<file path="src/rtl/calc_input_sequencer.sv">
// ----------------------------------------------------------------------------
// calc_input_sequencer
//
// Upstream control stage of the calculator. It conditions the three
// front-panel buttons and walks the operator through operand A, operand B and
// opcode entry from the switches. It drives the operands and opcode of the
// external combinational ALU and captures the ALU result and flags. It also
// produces the value and the hex/decimal select for the display driver.
//
// Parameters
//   WIDTH      operand/result width in bits (at most 32)
//   DB_CYCLES  stable cycles a synchronized button must hold before its
//              debounced level changes
//
// Ports
//   CLK          system clock
//   RESET        synchronous, active-high reset
//   SW           operand/opcode switches (asynchronous, not debounced)
//   BTN_ENTER    raw button: advance state
//   BTN_UNDO     raw button: step back one state
//   BTN_MODE     raw button: toggle hex/decimal display
//   ALU_RESULT   combinational ALU result for OP_A/OP_B/OPCODE
//   ALU_FLAGS    ALU flags {N,Z,C,V}
//   OP_A, OP_B   registered operands
//   OPCODE       registered opcode
//   BIN_OUT      32-bit value to the display driver (zero-extended)
//   HEX_TRIGGER  1 = hex display, 0 = decimal display
//   FLAGS_OUT    flags captured together with the result
//   STATE_LEDS   one-hot current state {RES,CALC,OP,B,A}
// ----------------------------------------------------------------------------
module calc_input_sequencer #(
  parameter int WIDTH     = 16,
  parameter int DB_CYCLES = 1000000
) (
  input  logic             CLK,
  input  logic             RESET,
  input  logic [WIDTH-1:0] SW,
  input  logic             BTN_ENTER,
  input  logic             BTN_UNDO,
  input  logic             BTN_MODE,
  input  logic [WIDTH-1:0] ALU_RESULT,
  input  logic [3:0]       ALU_FLAGS,
  output logic [WIDTH-1:0] OP_A,
  output logic [WIDTH-1:0] OP_B,
  output logic [1:0]       OPCODE,
  output logic [31:0]      BIN_OUT,
  output logic             HEX_TRIGGER,
  output logic [3:0]       FLAGS_OUT,
  output logic [4:0]       STATE_LEDS
);

  // --------------------------------------------------------------------------
  // State encoding: one-hot, so the state register drives the LEDs directly.
  // --------------------------------------------------------------------------
  typedef enum logic [4:0] {
    S_A    = 5'b00001,
    S_B    = 5'b00010,
    S_OP   = 5'b00100,
    S_CALC = 5'b01000,
    S_RES  = 5'b10000
  } state_t;

  // Button lane indices within the packed conditioning vectors.
  localparam int unsigned NUM_BTN   = 3;
  localparam int unsigned IDX_ENTER = 0;
  localparam int unsigned IDX_UNDO  = 1;
  localparam int unsigned IDX_MODE  = 2;

  localparam int          CW      = (DB_CYCLES > 1) ? $clog2(DB_CYCLES) : 1;
  localparam logic [CW-1:0] CNT_MAX = CW'(DB_CYCLES - 1);

  // --------------------------------------------------------------------------
  // Button conditioning
  // --------------------------------------------------------------------------
  logic [NUM_BTN-1:0] btn_raw;
  logic [NUM_BTN-1:0] sync1;
  logic [NUM_BTN-1:0] sync2;
  logic [NUM_BTN-1:0] level;
  logic [NUM_BTN-1:0] level_q;
  logic [NUM_BTN-1:0] armed;
  logic [NUM_BTN-1:0] pulse;
  logic [CW-1:0]      db_cnt [NUM_BTN];
  logic [1:0]         sync_valid;

  assign btn_raw = {BTN_MODE, BTN_UNDO, BTN_ENTER};

  // A button only produces pulses once it has been seen released after reset.
  // sync_valid marks when sync2 carries a real post-reset sample, so a button
  // held through reset stays disarmed until its debounced level is low with
  // the button actually released.
  always_ff @(posedge CLK) begin
    if (RESET) begin
      sync1      <= '0;
      sync2      <= '0;
      level      <= '0;
      level_q    <= '0;
      armed      <= '0;
      pulse      <= '0;
      sync_valid <= '0;
      for (int unsigned i = 0; i < NUM_BTN; i++) begin
        db_cnt[i] <= '0;
      end
    end else begin
      sync1      <= btn_raw;
      sync2      <= sync1;
      sync_valid <= {sync_valid[0], 1'b1};
      level_q    <= level;
      for (int unsigned i = 0; i < NUM_BTN; i++) begin
        if (sync2[i] != level[i]) begin
          if (db_cnt[i] == CNT_MAX) begin
            level[i]  <= ~level[i];
            db_cnt[i] <= '0;
          end else begin
            db_cnt[i] <= db_cnt[i] + CW'(1);
          end
        end else begin
          db_cnt[i] <= '0;
        end

        if (sync_valid[1] && !sync2[i] && !level[i]) begin
          armed[i] <= 1'b1;
        end

        pulse[i] <= armed[i] & level[i] & ~level_q[i];
      end
    end
  end

  // --------------------------------------------------------------------------
  // Command decode: UNDO takes priority over a coincident ENTER.
  // --------------------------------------------------------------------------
  logic enter_cmd;
  logic undo_cmd;
  logic mode_cmd;

  assign undo_cmd  = pulse[IDX_UNDO];
  assign enter_cmd = pulse[IDX_ENTER] & ~pulse[IDX_UNDO];
  assign mode_cmd  = pulse[IDX_MODE];

  // --------------------------------------------------------------------------
  // State machine next-state logic
  // --------------------------------------------------------------------------
  state_t state;
  state_t state_next;

  always_comb begin
    state_next = state;
    case (state)
      S_A: begin
        if (enter_cmd) state_next = S_B;
      end
      S_B: begin
        if (undo_cmd)       state_next = S_A;
        else if (enter_cmd) state_next = S_OP;
      end
      S_OP: begin
        if (undo_cmd)       state_next = S_B;
        else if (enter_cmd) state_next = S_CALC;
      end
      S_CALC: begin
        state_next = S_RES;
      end
      S_RES: begin
        if (undo_cmd)       state_next = S_OP;
        else if (enter_cmd) state_next = S_A;
      end
      default: begin
        state_next = S_A;
      end
    endcase
  end

  // --------------------------------------------------------------------------
  // Display value selection (registered below)
  // --------------------------------------------------------------------------
  logic [WIDTH-1:0] result;
  logic [31:0]      bin_next;

  always_comb begin
    bin_next = '0;
    case (state)
      S_A, S_B: bin_next[WIDTH-1:0] = SW;
      S_OP:     bin_next[1:0]       = SW[1:0];
      default:  bin_next[WIDTH-1:0] = result;
    endcase
  end

  // --------------------------------------------------------------------------
  // Datapath registers
  // --------------------------------------------------------------------------
  always_ff @(posedge CLK) begin
    if (RESET) begin
      state       <= S_A;
      OP_A        <= '0;
      OP_B        <= '0;
      OPCODE      <= '0;
      result      <= '0;
      FLAGS_OUT   <= '0;
      HEX_TRIGGER <= 1'b1;
      BIN_OUT     <= '0;
    end else begin
      state   <= state_next;
      BIN_OUT <= bin_next;

      if (mode_cmd) begin
        HEX_TRIGGER <= ~HEX_TRIGGER;
      end

      case (state)
        S_A: begin
          if (enter_cmd) OP_A <= SW;
        end
        S_B: begin
          if (enter_cmd) OP_B <= SW;
        end
        S_OP: begin
          if (enter_cmd) OPCODE <= SW[1:0];
        end
        S_CALC: begin
          result    <= ALU_RESULT;
          FLAGS_OUT <= ALU_FLAGS;
        end
        S_RES: begin
          // Flags are left as captured; only operands, opcode and result clear.
          if (enter_cmd) begin
            OP_A   <= '0;
            OP_B   <= '0;
            OPCODE <= '0;
            result <= '0;
          end
        end
        default: ;
      endcase
    end
  end

  assign STATE_LEDS = state;

endmodule

</file>
<file path="config.mk">
export PLATFORM = sky130hd
export DESIGN_NAME = calc_input_sequencer
export DESIGN_NICKNAME = d
export VERILOG_FILES = /design/src/rtl/calc_input_sequencer.sv
export SDC_FILE = /design/constraint.sdc
export NUM_CORES = 1
export LEC_CHECK = 0
export CAP_MARGIN = 30
export CORE_AREA = 2 2 123 125
export CTS_CLUSTER_DIAMETER = 200
export CTS_CLUSTER_SIZE = 16
export DETAILED_ROUTE_END_ITERATION = 12
export DIE_AREA = 0 0 125 127
export GPL_TIMING_DRIVEN = 0
export MAX_ROUTING_LAYER = met4
export PLACE_DENSITY = 0.8
export SYNTH_ARGS = -nofsm -noshare
export SYNTH_HDL_FRONTEND = slang
export SYNTH_SLANG_ARGS = --single-unit
</file>
<file path="constraint.sdc">
create_clock -name CLK -period 1.9 [get_ports CLK]
set_input_delay 0.38 -clock CLK [delete_from_list [all_inputs] [get_ports CLK]]
set_output_delay 0.38 -clock CLK [all_outputs]
set_load 0.1 [all_outputs]
</file>
* Word-level counts from Yosys, hierarchy flattened
Memory sizes are Yosys's and may differ from the RTL's.
Index checks and enable logic that the tools add are counted.
Widths: inputs -> output; s select.
** Storage, ports and cells
- Register bits :: 112
- Memory bits (writable) :: 60
- Input bits :: 41
- Output and inout bits :: 76
- Memories :: 1
** Operators by class
- $add $sub $neg :: 3
- Equality and inequality tests :: 18
- Multiplexer cells :: 63
- Bitwise operators :: 24
- Reduce and logical (&&, ||, !) cells :: 26
** Memory list
- db_cnt :: words 3, bits a word 20, read ports 3, clocked after Yosys merged registers in 0, wr ports 3, RTL line 82 : logic [CW-1:0] db_cnt [NUM_BTN];
** Operator list (number)
- $mux 20 :: 9
- $pmux 16 s2 :: 3
- $add 20x1->20 const B :: 3
- $eq 20x20->1 const B :: 3
- $mux 1 :: 36
- $mux 5 :: 7
- $mux 16 :: 2
- $pmux 14 s2 :: 1
- $pmux 5 s5 :: 1
- $ne 3x3->1 const B :: 3
- $or 1x1->1 :: 9
- $reduce_and 3->1 :: 3
- $ne 2x2->1 const B :: 4
- $not 1->1 :: 8
- $reduce_and 2->1 :: 4
- $reduce_bool 2->1 :: 4
- $and 1x1->1 :: 7
- $logic_and 1x1->1 :: 6
- $logic_not 1->1 :: 6
- $mux 2 :: 3
- $eq 5x1->1 const B :: 1
- $eq 5x2->1 const B :: 1
- $eq 5x3->1 const B :: 1
- $eq 5x4->1 const B :: 1
- 6 further kinds :: 8

* Depth between registers and ports, before layout
Gate-level depths: netlist of run 1.
An unclocked memory read counts as a cell.
- Word-level depth :: 9
- Mapped depth :: 8
- Depth with buffers taken out :: 6

* Least setup slack after synthesis of run 1
OpenSTA, ideal clock, no wires.
- Path type :: register to register
- From :: reg state[1], in the netlist STATE_LEDS[1]
- To :: reg OP_B[10]
- Setup time :: 0.066 ns
- Arrival :: 2.377 ns
- Path slack :: -0.542 ns
- Cell stages (with the launch flop) :: 8
- Buffers on the path :: 2
- Cells stage by stage :: dfxtp_1 > buf_6 > inv_4 > or3_4 > nor4_4 > buf_6 > a22oi_2 > nor2_2
** Between the ends
- Cells in the longest elaborated chain, start to end :: 3
- Elaborated cells on any way between the ends :: 7
- Those cells by class :: eq/ne: 4; mux: 1; reduce/logical: 2
** RTL lines
- start: declaration :: RTL line 143 : state_t state;
- start signal: assignment :: RTL line 202 : state <= state_next;
- $eq 5x2->1 / $eq 5x5->1 (equally long branches) :: RTL line 209 : case (state)
- $ne 2x2->1 (no line) / $reduce_bool 2->1 (equally long branches)
- $reduce_and 3->1 (no line)
- end signal: assignment :: RTL line 195 : OP_B <= '0;
- end signal: assignment :: RTL line 214 : if (enter_cmd) OP_B <= SW;
- end signal: assignment :: RTL line 227 : OP_B <= '0;
- end: declaration :: RTL line 44 : output logic [WIDTH-1:0] OP_B,
Parallel ways exist; a longest one is shown, timed or not.
A chain may end at the register's enable or synchronous reset.

==> out/results.tsv, run 1 <==
stage	metric	value	unit
worst_setup_path	critical path fanouts, max	10	
sta	Final Setup Violations	20	
status	status	finished with violations	
cts	Clock Pin Slew Worst Setup and Hold Paths	0.06	ns
cts	clock root cell	clkbuf_16	
die	core area	0.0144	mm2
grt	initial antenna violation count	0	
grt	largest net degree at the start of global routing	17	
pwr	Clk pwr share	0.429	
worst_setup_path	Buf/Inv on CP	1	
sta	RSZ-0062 raised after global routing	yes	
synthesis	Synth area leaders	dfxtp_1 28%, edfxtp_1 26%, nor2_1 7.1%	
status	failing checks	negative setup slack	
worst_setup_path	Worst R2R Setup Slack	-0.05	ns
sta	Worst Tran Pin Value	0.661	ns
drt	DRT iter0 DRCs	336	
cts	CTS Buf Count	17	
cts	Clock Latency Late Sink	0.44	ns
drt	DRC	0	
synthesis	post-synthesis cell area	0.00686	mm2
die	die width	125	um
finish	fillers	1085	
cts	Hold Buf Count CTS	0	
drt	total wire length	16500	um
finish	antenna cell count	0	
synthesis	Seq/Total Area, Yosys	0.543	
pwr	sw frac	0.254	
finish	share of layout cells above drive strength 1	0.242	
drt	Routed WL per cell	15.0	um
sta	achievable frequency	0.513	GHz
worst_setup_path	WP data required	2.08	ns
sta	Tmin final	1.95	ns
pwr	Tot Pwr	7520	uW
finish	most common cell after layout, fill and taps aside	nor2_1	
synthesis	yosys warns	0	
synthesis	Seq cells post-synth	156	
die	die area	0.0159	mm2
drt	drt via density	5.10	
die	FP Rows	44	
synthesis	syn_area_per_cell	10.0	um2
placed_design	DPL Wire Length	11100	um
die	initial core utilization	0.476	
grt	GRT overflow	0	
pwr	Combinational Power Share	0.090	
run	max cap viols	0	
placed_design	worst slack, placed	-0.865	ns
sta	Max Slew Vio Count	0	
synthesis	post-synthesis cell type count	52	
synthesis	Most used DFF post-synth	dfxtp_1	
worst_setup_path	Crit. End Element	register	
worst_setup_path	CP top delay family	simple AND/OR/NAND/NOR gates	
cts	clk sink count	156	
synthesis	number of synthesized flops with an enable pin	60	
drt	DRT antenna net count	0	
pwr	power density over cell area	792	mW/mm2
die	io pins	117	
pwr	Psw	1910	uW
die	die height	127	um
worst_setup_path	Data arrival, critical path	2.13	ns
pwr	leakage power	0.00356	uW
worst_setup_path	max incr delay on CP	0.59	ns
cts	clock tree buffer depth	2	
sta	Rel. slew slack	0.559	
cts	H-tree Lvls	4	
worst_setup_path	CP Launch Type	register	
placed_design	I/O Buffers	100	
finish	most frequent cells in the layout	124 x nor2_1, 90 x dfxtp_1, 76 x conb_1	
finish	Layout area overhead	38.5	%
worst_setup_path	Cell Chain, Critical Path	or4b_4, nor3_4, and4_1, or3_4, buf_8, nor2_1	
pwr	sequential share of power	0.481	
worst_setup_path	CP Class	reg -> reg	
sta	clock skew	0.00793	ns
grt	total track usage	0.207	
synthesis	Synth area leader	dfxtp_1	
drt	routed via count	5622	
synthesis	Yosys top cell area share	0.280	
grt	number of global-route vias before repair	5176	
worst_hold_path	hold crit path type	reg -> reg	
grt	first-pass GRT wire length	25400	um
cts	TritonCTS clock tree	yes	
synthesis	ys async rst share	0	
placed_design	GP Congestion	0.856	
finish	final net count	950	
synthesis	Post-Synthesis Cells	683	
worst_setup_path	Critical Path Slowest Stage Cell	or4b_4	
pwr	cell-internal power	5610	uW
drt	Pre-Repair DR Iteration Count	5	
sta	final worst slack	-0.0483	ns
sta	Final Cycle Share	1.03	
pwr	Max IR drop VDD	0.634	mV
finish	Core Util, Final	0.659	
sta	Final Hold Viols	0	
[state kept, by name, indices dropped and copies added, names as in the netlist]
| signal | cells |
|---|---|
| db_cnt | 60 |
| BIN_OUT | 16 |
| OP_A | 16 |
| OP_B | 16 |
| result | 16 |
| STATE_LEDS | 5 |
| FLAGS_OUT | 4 |
| armed | 3 |
| level | 3 |
| level_q | 3 |
| pulse | 3 |
| sync1 | 3 |
| sync2 | 3 |
| OPCODE | 2 |
| sync_valid | 2 |
| HEX_TRIGGER | 1 |
[power groups by stage]
| stage | registers (uW) | clock network [uW] | logic (uW) |
|---|---|---|---|
| final | 3620 | 3230 | 674 |
| after global placement | 3690 | 0 | 616 |
| after floorplan | 3810 | 0 | 310 |
| after detailed placement | 3690 | 0 | 620 |
| after global routing | 3630 | 3380 | 713 |
| after CTS | 3620 | 3260 | 638 |
[cells in the mapped netlist, drive strengths merged (11+ instances only)]
master and count:
nor2b 11, dfxtp 96, nor4 11, xor2 41, nor2 139, buf 37
a22oi 48, clkbuf 13, nand2 49, a21oi 20, edfxtp 60, xnor2 22
nand3 47
[worst register-to-register path: stages (launching register included)]
cell	delay, ns
edfxtp_1	0.40
or4b_4	0.59
nor3_4	0.14
and4_1	0.23
or3_4	0.16
buf_8	0.13
nor2_1	0.05
[final cells by class]
type | count | area, um2 | area share
Sequential cell | 156 | 3740 | 0.394
Multi-Input combinational cell | 544 | 3290 | 0.347
Timing Repair Buffer | 134 | 1340 | 0.141
Clock buffer | 22 | 487 | 0.0512
Buffer | 46 | 309 | 0.0325
Tap cell | 184 | 230 | 0.0242
Clock inverter | 10 | 76.3 | 0.00803
Inverter | 7 | 28.8 | 0.00303
[layer usage]
metal | part of all wire | track usage | up-vias
li1 | - | - | 2741
met1 | 0.41 | 0.254 | 2617
met2 | 0.48 | 0.322 | 214
met3 | 0.059 | 0.0419 | 50
met4 | 0.045 | 0.116 | 0
met5 | 0 | - | -
[metrics by stage]
stage	TNS (ns)	hold WS, ns	cells	instance area [um2]
6_report	-0.609	0.436	1103	9500
5_1_grt	-1.90	0.449	1103	9500
4_1_cts	-0.00385	0.439	1085	9220
3_5_place_dp	-42.89	0.425	1041	8390
3_3_place_gp	-41.54	0.419	1041	8390
2_1_floorplan	0	0.414	757	7160
[cells by family after synthesis]
kind of cell	synth area share
compound gates	0.0883
simple gates	0.222
xor+xnor	0.0804
other cells	0.00109
flops	0.543
fa+ha+maj	0.00547
mux	0.0131
buf+inv	0.0465
[path summary, 6_finish.rpt]
check           startpoint  cells after the start            end
max          db_cnt[0][11]                      6  db_cnt[0][15]
min               sync1[0]                      1       sync2[0]
max reg2reg  db_cnt[0][11]                      6  db_cnt[0][15]
min reg2reg       sync1[0]                      1       sync2[0]
[timing repair]
action | 4_1_cts | 5_1_grt
cloned | 0 | 1
resized for setup | 205 | 41
buffers inserted | 13 | 20
pin swaps | 5 | 9
endpoints found under the setup margin | 160 | 98
No activity file was read; power rests on OpenSTA's default activity.
==> inputs of run 2 (changes only) <==
--- a/config.mk
+++ b/config.mk
@@ -7,13 +7,15 @@
 export LEC_CHECK = 0
 export CAP_MARGIN = 30
 export CORE_AREA = 2 2 123 125
-export CTS_CLUSTER_DIAMETER = 200
+export CTS_CLUSTER_DIAMETER = 60
 export CTS_CLUSTER_SIZE = 16
 export DETAILED_ROUTE_END_ITERATION = 12
 export DIE_AREA = 0 0 125 127
+export GPL_ROUTABILITY_DRIVEN = 0
 export GPL_TIMING_DRIVEN = 0
 export MAX_ROUTING_LAYER = met4
 export PLACE_DENSITY = 0.8
+export SLEW_MARGIN = 20
 export SYNTH_ARGS = -nofsm -noshare
 export SYNTH_HDL_FRONTEND = slang
 export SYNTH_SLANG_ARGS = --single-unit
==> results of run 2 <==
The final DEF is identical to that of run 1; final timing and power are the same.
